**src/rtl/memory_arbiter_pkg.sv**
```systemverilog
// Shared constants and types for the byte-wide memory port arbiter.
// State codes, access-size encodings, IO window defaults and the latched-request record.
package memory_arbiter_pkg;

  localparam logic [1:0] MA_IDLE  = 2'd0;
  localparam logic [1:0] MA_READ  = 2'd1;
  localparam logic [1:0] MA_WRITE = 2'd2;
  localparam logic [1:0] MA_DONE  = 2'd3;

  localparam logic [1:0] LS_SIZE_BYTE = 2'd0;
  localparam logic [1:0] LS_SIZE_HALF = 2'd1;
  localparam logic [1:0] LS_SIZE_WORD = 2'd2;
  localparam int         LS_UNSIGNED_BIT = 2;

  localparam logic [31:0] IO_BASE_DEF = 32'h0003_0000;
  localparam logic [31:0] IO_END_DEF  = 32'h0004_0000;

  typedef struct packed {
    logic        is_ls;
    logic [2:0]  size;
    logic [2:0]  len;
    logic [31:0] addr;
    logic [31:0] value;
  } ma_op_t;

  function automatic logic [2:0] size_to_len(input logic [1:0] sz);
    case (sz)
      LS_SIZE_BYTE: return 3'd1;
      LS_SIZE_HALF: return 3'd2;
      default:      return 3'd4;
    endcase
  endfunction

endpackage

```
**src/rtl/memory_arbiter_if.sv**
```systemverilog
// Requester and RAM-side signals of the memory arbiter.
// master = arbiter view, slave = the surrounding fetch/LSB/RAM environment.
interface memory_arbiter_if;

  logic        if_valid;
  logic [31:0] if_addr;
  logic        if_ready;
  logic [31:0] if_data;

  logic        ls_valid;
  logic        ls_wr;
  logic [2:0]  ls_size;
  logic [31:0] ls_addr;
  logic [31:0] ls_value;
  logic        ls_ready;
  logic [31:0] ls_res;

  logic [7:0]  mem_din;
  logic [7:0]  mem_dout;
  logic [31:0] mem_a;
  logic        mem_wr;
  logic        io_buffer_full;

  modport master (
    input  if_valid, if_addr, ls_valid, ls_wr, ls_size, ls_addr, ls_value,
    input  mem_din, io_buffer_full,
    output if_ready, if_data, ls_ready, ls_res, mem_dout, mem_a, mem_wr
  );

  modport slave (
    output if_valid, if_addr, ls_valid, ls_wr, ls_size, ls_addr, ls_value,
    output mem_din, io_buffer_full,
    input  if_ready, if_data, ls_ready, ls_res, mem_dout, mem_a, mem_wr
  );

endinterface

```
**src/rtl/memory_arbiter_load_extend.sv**
```systemverilog
// Combinational load result formatter: picks byte/half/word from the raw little-endian
// word and sign- or zero-extends it. Also usable by store-to-load forwarding.
module mem_load_extend
  import memory_arbiter_pkg::*;
(
  input  logic [31:0] raw,
  input  logic [2:0]  size,
  output logic [31:0] res
);

  function automatic logic [31:0] ext8(input logic [7:0] b, input logic uns);
    logic signed [7:0]  b_s;
    logic signed [31:0] w_s;
    b_s = signed'(b);
    w_s = 32'(b_s);
    return uns ? {24'd0, b} : unsigned'(w_s);
  endfunction

  function automatic logic [31:0] ext16(input logic [15:0] h, input logic uns);
    logic signed [15:0] h_s;
    logic signed [31:0] w_s;
    h_s = signed'(h);
    w_s = 32'(h_s);
    return uns ? {16'd0, h} : unsigned'(w_s);
  endfunction

  always_comb begin
    res = raw;
    case (size[1:0])
      LS_SIZE_BYTE: res = ext8(raw[7:0], size[LS_UNSIGNED_BIT]);
      LS_SIZE_HALF: res = ext16(raw[15:0], size[LS_UNSIGNED_BIT]);
      default:      res = raw;
    endcase
  end

endmodule

```
**src/rtl/memory_arbiter.sv**
```systemverilog
// Round-robin arbiter between instruction fetch and LSB for the single byte-wide RAM/IO port;
// sequences each access as byte beats and returns the assembled result with a one-cycle ready.
module memory_arbiter
  import memory_arbiter_pkg::*;
#(
  parameter logic [31:0] IO_BASE = IO_BASE_DEF,
  parameter logic [31:0] IO_END  = IO_END_DEF
) (
  input  logic             clk_in,
  input  logic             rst_in,
  input  logic             rdy_in,
  input  logic             clear_in,
  memory_arbiter_if.master bus
);

  logic [1:0]  state;
  ma_op_t      op;
  logic [2:0]  issue;
  logic [2:0]  cap;
  logic        issued_q;
  logic        last_ls;
  logic [31:0] asm_q;
  logic [31:0] asm_next;
  logic [31:0] ls_ext;

  logic        if_ready_q;
  logic        ls_ready_q;
  logic [31:0] if_data_q;
  logic [31:0] ls_res_q;

  logic [31:0] beat_addr;
  logic        issuing;
  logic        capture;
  logic        wr_stall;
  logic        wr_beat;
  logic        grant_ls;
  logic        grant_if;
  logic        grant_fire;
  logic        capture_fire;

  assign beat_addr = op.addr + {29'd0, issue};
  assign issuing   = (state == MA_READ) && (issue < op.len);
  assign capture   = (state == MA_READ) && issued_q;
  assign wr_stall  = (beat_addr >= IO_BASE) && (beat_addr < IO_END) && bus.io_buffer_full;
  assign wr_beat   = (state == MA_WRITE) && rdy_in && !wr_stall;

  // Contended grants go to whichever side did not win last time.
  assign grant_ls = bus.ls_valid && (!bus.if_valid || !last_ls);
  assign grant_if = bus.if_valid && (!bus.ls_valid || last_ls);

  assign grant_fire   = rdy_in && !clear_in && (state == MA_IDLE) && (grant_ls || grant_if);
  assign capture_fire = rdy_in && !clear_in && capture;

  always_comb begin
    asm_next = asm_q;
    if (capture) asm_next[{cap[1:0], 3'b000} +: 8] = bus.mem_din;
  end

  mem_load_extend u_extend (
    .raw  (asm_next),
    .size (op.size),
    .res  (ls_ext)
  );

  assign bus.mem_a    = (issuing || state == MA_WRITE) ? beat_addr : 32'd0;
  assign bus.mem_wr   = wr_beat;
  assign bus.mem_dout = (state == MA_WRITE) ? op.value[{issue[1:0], 3'b000} +: 8] : 8'd0;
  assign bus.if_ready = if_ready_q;
  assign bus.if_data  = if_data_q;
  assign bus.ls_ready = ls_ready_q;
  assign bus.ls_res   = ls_res_q;

  // Request record and byte assembly buffer
  always_ff @(posedge clk_in) begin
    if (grant_fire) begin
      op.is_ls <= grant_ls;
      op.size  <= grant_ls ? bus.ls_size : {1'b0, LS_SIZE_WORD};
      op.len   <= grant_ls ? size_to_len(bus.ls_size[1:0]) : 3'd4;
      op.addr  <= grant_ls ? bus.ls_addr : bus.if_addr;
      op.value <= bus.ls_value;
      asm_q    <= 32'd0;
    end else if (capture_fire) begin
      asm_q    <= asm_next;
    end
  end

  // Sequencer, counters and registered results
  always_ff @(posedge clk_in or negedge rst_in) begin
    if (!rst_in) begin
      state      <= MA_IDLE;
      issue      <= 3'd0;
      cap        <= 3'd0;
      issued_q   <= 1'b0;
      last_ls    <= 1'b0;
      if_ready_q <= 1'b0;
      ls_ready_q <= 1'b0;
      if_data_q  <= 32'd0;
      ls_res_q   <= 32'd0;
    end else if (!rdy_in) begin
      // A pause loses the byte in flight; rewind so it is addressed again.
      if (state == MA_READ) begin
        issue    <= cap;
        issued_q <= 1'b0;
      end
    end else begin
      if_ready_q <= 1'b0;
      ls_ready_q <= 1'b0;
      case (state)
        MA_IDLE: begin
          if (grant_fire) begin
            last_ls  <= grant_ls;
            issue    <= 3'd0;
            cap      <= 3'd0;
            issued_q <= 1'b0;
            state    <= (grant_ls && bus.ls_wr) ? MA_WRITE : MA_READ;
          end
        end
        MA_READ: begin
          if (clear_in) begin
            state <= MA_IDLE;
          end else begin
            issued_q <= issuing;
            if (issuing) issue <= issue + 3'd1;
            if (capture) begin
              cap <= cap + 3'd1;
              if ((cap + 3'd1) == op.len) begin
                state <= MA_DONE;
                if (op.is_ls) begin
                  ls_ready_q <= 1'b1;
                  ls_res_q   <= ls_ext;
                end else begin
                  if_ready_q <= 1'b1;
                  if_data_q  <= asm_next;
                end
              end
            end
          end
        end
        MA_WRITE: begin
          if (wr_beat) begin
            issue <= issue + 3'd1;
            if ((issue + 3'd1) == op.len) begin
              state      <= MA_DONE;
              ls_ready_q <= 1'b1;
              ls_res_q   <= 32'd0;
            end
          end
        end
        default: state <= MA_IDLE;
      endcase
    end
  end

endmodule

```
**src/flat_wrapper.sv**
```systemverilog
// flat-port wrapper written by rule: the top's interface ports become plain ports
module memory_arbiter_flat import memory_arbiter_pkg::*;
#(
  parameter logic [31:0] IO_BASE = IO_BASE_DEF,
  parameter logic [31:0] IO_END  = IO_END_DEF
)
  (clk_in, rst_in, rdy_in, clear_in, bus_if_valid, bus_if_addr, bus_ls_valid, bus_ls_wr, bus_ls_size, bus_ls_addr, bus_ls_value, bus_mem_din, bus_io_buffer_full, bus_if_ready, bus_if_data, bus_ls_ready, bus_ls_res, bus_mem_dout, bus_mem_a, bus_mem_wr);
  memory_arbiter_if bus_i ();
  input  logic clk_in;
  input  logic rst_in;
  input  logic rdy_in;
  input  logic clear_in;
  input wire logic [$bits(bus_i.if_valid)-1:0] bus_if_valid;
  input wire logic [$bits(bus_i.if_addr)-1:0] bus_if_addr;
  input wire logic [$bits(bus_i.ls_valid)-1:0] bus_ls_valid;
  input wire logic [$bits(bus_i.ls_wr)-1:0] bus_ls_wr;
  input wire logic [$bits(bus_i.ls_size)-1:0] bus_ls_size;
  input wire logic [$bits(bus_i.ls_addr)-1:0] bus_ls_addr;
  input wire logic [$bits(bus_i.ls_value)-1:0] bus_ls_value;
  input wire logic [$bits(bus_i.mem_din)-1:0] bus_mem_din;
  input wire logic [$bits(bus_i.io_buffer_full)-1:0] bus_io_buffer_full;
  output wire logic [$bits(bus_i.if_ready)-1:0] bus_if_ready;
  output wire logic [$bits(bus_i.if_data)-1:0] bus_if_data;
  output wire logic [$bits(bus_i.ls_ready)-1:0] bus_ls_ready;
  output wire logic [$bits(bus_i.ls_res)-1:0] bus_ls_res;
  output wire logic [$bits(bus_i.mem_dout)-1:0] bus_mem_dout;
  output wire logic [$bits(bus_i.mem_a)-1:0] bus_mem_a;
  output wire logic [$bits(bus_i.mem_wr)-1:0] bus_mem_wr;
  assign bus_i.if_valid = bus_if_valid;
  assign bus_i.if_addr = bus_if_addr;
  assign bus_i.ls_valid = bus_ls_valid;
  assign bus_i.ls_wr = bus_ls_wr;
  assign bus_i.ls_size = bus_ls_size;
  assign bus_i.ls_addr = bus_ls_addr;
  assign bus_i.ls_value = bus_ls_value;
  assign bus_i.mem_din = bus_mem_din;
  assign bus_i.io_buffer_full = bus_io_buffer_full;
  assign bus_if_ready = bus_i.if_ready;
  assign bus_if_data = bus_i.if_data;
  assign bus_ls_ready = bus_i.ls_ready;
  assign bus_ls_res = bus_i.ls_res;
  assign bus_mem_dout = bus_i.mem_dout;
  assign bus_mem_a = bus_i.mem_a;
  assign bus_mem_wr = bus_i.mem_wr;
  memory_arbiter #(.IO_BASE(IO_BASE), .IO_END(IO_END)) u_core (.clk_in(clk_in), .rst_in(rst_in), .rdy_in(rdy_in), .clear_in(clear_in), .bus(bus_i));
endmodule
```
**config.mk**
```make
export PLATFORM = sky130hd
export DESIGN_NAME = memory_arbiter_flat
export DESIGN_NICKNAME = d
export VERILOG_FILES = /design/src/rtl/memory_arbiter_pkg.sv /design/src/rtl/memory_arbiter_if.sv /design/src/rtl/memory_arbiter_load_extend.sv /design/src/rtl/memory_arbiter.sv /design/src/flat_wrapper.sv
export SDC_FILE = /design/constraint.sdc
export NUM_CORES = 1
export LEC_CHECK = 0
export CORE_MARGIN = 1.5
export CORE_UTILIZATION = 50
export DETAILED_ROUTE_END_ITERATION = 12
export PLACE_DENSITY = 0.9
export SKIP_CTS_REPAIR_TIMING = 1
export SLEW_MARGIN = 20
export SYNTH_ARGS = -nofsm -noshare
export SYNTH_HDL_FRONTEND = slang
export SYNTH_SLANG_ARGS = --single-unit
```
**constraint.sdc**
```tcl
create_clock -name clk_in -period 5 [get_ports clk_in]
set_clock_uncertainty 0.1 [all_clocks]
set_input_delay 0.5 -clock clk_in [delete_from_list [all_inputs] [get_ports clk_in]]
set_output_delay 0.5 -clock clk_in [all_outputs]
set_load 0.005 [all_outputs]
```
==> summary.md <==
| Metric | Value |
|---|---|
| Initial DRC Count | 567 |
| Total track usage | 25.71% |
| Final wirelength | 22620 um |
| Final Max Slew Viols | 0 |
| #FFs+latches synth | 179 |
| Worst vdd ir | 0.0002843 V |
| Starting Density | 50.84% |
| Max-Cap Viols | 0 |
| Clk sinks | 179 |
| Largest net degree at the start of global routing | 66 |
| Mapped Nets | 955 |
| Worst reg2reg path startpoint | u_core.issue[1] |
| Hold slack | 115.2 ps |
| Bufs on Longest Clock Path | 2 |
| Die H | 135.4 um |
| Fmax achieved | 218.0 MHz |
| Final setup violation count | 0 |
| Worst setup EP type | output port |
| Yosys warnings | 0 |
| Post-route DRC | 0 |
| Rel. slew slack | 28.36% |
| Critical Path AT | 3990 ps |
| Site Rows | 48 |
| Worst Setup SP | u_core.issue[1] |
| Antenna violations before repair | 0 |
| Worst-Skew Late Latency | 430 ps |
| Routability cong. | 0.9502 |
| # fillers | 1267 |
| Power after layout | 4.617 mW |
| Class of the worst hold path | in -> async |
| Ys async rst share | 42.46% |
| Power Dens Cells | 391.6 nW/um^2 |
| Cells after synthesis | 822 |
| Worst-path clk slew | 70 ps |
| Clock Tree Root | clkbuf_16 |
| Vias in the first global route | 7056 |
| Core area | 17240 sq um |
| Critical path class | reg -> out |
| CP max FO | 13 |
| H-tree levels | 4 |
| Critical Path RT | 4400 ps |
| Final non-filler cell total | 1263 |
| Primary FF master, synth | dfrtp_1 |
| First-pass GRT wire length | 36270 um |
| Final min period | 4588 ps |
| Worst R2R Path Depth | 10 |
| # port buffers | 221 |
| Synth area leaders | edfxtp_1 24%, dfrtp_1 22%, dfxtp_1 7.3%, mux2_2 4.4%, a22oi_1 4.1% |
| Worst-Margin Slew | 1075 ps |
| WL per Instance | 17.91 um |
| R2R Setup Slk | 700 ps |
| Post-Route Setup TNS | 0 ps |
| Synth top area share | 24.33% |
| Post-synth top area cell | edfxtp_1 |
| Layout net count | 1158 |
| Final Cycle Share | 91.75% |
| Final ANT Viol Nets | 0 |
| Num CTS Buffers | 17 |
| Die Wd | 135.4 um |
| Critical Path Start Type | flip-flop |
| Leak | 4.347 nW |
| RSZ-0062 raised after global routing | no |
| Outcome | finished, final reports clean |
| Most frequent cells in the layout | 220 x clkdlybuf4s50_1, 89 x nand2_1, 76 x dfrtp_1, 73 x nor2_1, 71 x edfxtp_1 |
| Synthesized area | 8763 sq um |
| Diode count | 0 |
| Syn_area_per_cell | 10.66 sq um |
| Final Hold Viols | 0 |
| Commonest non-fill, non-tap cell in the layout | clkdlybuf4s50_1 |
| Share of cells above drive strength 1 | 10.21% |
| Inst Count DP | 1231 |
| Synth-to-Final Area Change | 34.54% |
| Reg2reg end | u_core.bus.ls_res[2] |
| Seq/Total Area, Yosys | 53.34% |
| Yosys cell types | 67 |
| # IOs | 222 |
| Drt via density | 5.732 |
| Remaining Overflow, GRT | 0 |
| CTS tree | done |
| DRT Pass-1 Iters | 5 |
| Via count | 7240 |
| Post-synth EDFFs | 71 |
| DIE AREA | 18330 sq um |
| Final HPWL DP | 16370 um |
-- power breakdown --
group	internal, mW	switching (mW)	total, mW
Sequential	1.71	0.125	1.83
Clock	0.783	0.562	1.35
Combinational	0.712	0.728	1.44
Total	3.20	1.42	4.62
-- sequential cells by signal, summed over array words and instances, names as in the netlist --
register and count:
u_core.op 71, u_core.asm_q 32, u_core.bus.if_data 32, u_core.bus.ls_res 32, u_core.cap 3, u_core.issue 3
u_core.state 2, u_core.bus.if_ready 1, u_core.bus.ls_ready 1, u_core.issued_q 1, u_core.last_ls 1
-- final cells by class --
class	count	area, sq um	share of cell area [%]
Inverter	24	90.09	0.7641
Clock inverter	14	160.2	1.358
Timing Repair Buffer	234	2305	19.55
Multi-Input combinational cell	569	3850	32.65
Clock buffer	18	429.2	3.640
Sequential cell	179	4674	39.65
Tap cell	225	281.5	2.388
-- logic make-up (layout without fill, tap and decap cells) --
logic type / count (synthesis) / after routing / share of synthesized area, %
fa+ha+maj: 18 / 18 / 2.656
flops: 179 / 179 / 53.34
buf+inv: 74 / 290 / 3.241
simple gates: 267 / 267 / 14.86
compound gates: 204 / 204 / 15.52
mux: 47 / 47 / 7.082
xor+xnor: 33 / 33 / 3.298
-- synthesized netlist by cell type, types with 4 or more instances --
cell type and count:
a211o_1 17, a211oi_1 18, a21oi_1 20, a22oi_1 48, a31oi_1 4, and2_1 15
and3_1 7, and4_1 4, buf_2 5, clkbuf_1 43, dfrtp_1 76, dfxtp_1 32
edfxtp_1 71, ha_1 17, inv_1 23, mux2_2 34, mux4_2 8, nand2_1 89
nand3_1 21, nand4_1 9, nor2_1 75, nor2b_1 11, nor3_1 7, o21ai_0 47
o21ai_1 14, o22ai_1 17, or3_1 5, xnor2_1 15, xor2_1 18
-- worst max-delay path by stage --
stage                     depth (start not counted)                    to
final                                             9            bus_mem_wr
after global placement                           10  u_core.bus.ls_res[6]
after global routing                              9            bus_mem_wr
after CTS                                         9            bus_mem_wr
after floorplan                                   5          u_core.op[0]
after detailed placement                         10  u_core.bus.ls_res[2]
-- layer usage --
layer | vias up | global-route usage [%] | wire (um)
met5 | - | 0 | 0
met4 | 0 | 9.379 | 547
met3 | 42 | 7.744 | 2019
met2 | 374 | 43.20 | 11350
met1 | 3408 | 31.36 | 8699
li1 | 3416 | - | -
-- critical path, cell delays in order (launching register included) --
cell             delay, ps
dfrtp_1                710
fa_1                   330
a21oi_1                170
or4_4                  570
or3_4                  390
a221oi_2               270
o2111ai_1              240
nor3_2                 310
nor2_1                 110
clkdlybuf4s50_1        460
-- metrics by stage --
stage               util [%]  setup WS [ps]  instance area (sq um)
global placement       64.91          848.4                  11190
floorplan                  -          893.2                   8763
finish                 68.40          412.3                  11790
detailed placement     64.93          719.5                  11190
CTS                    68.35          215.0                  11780
global route           68.40          99.76                  11790
Power figures use the tool's default switching activity.
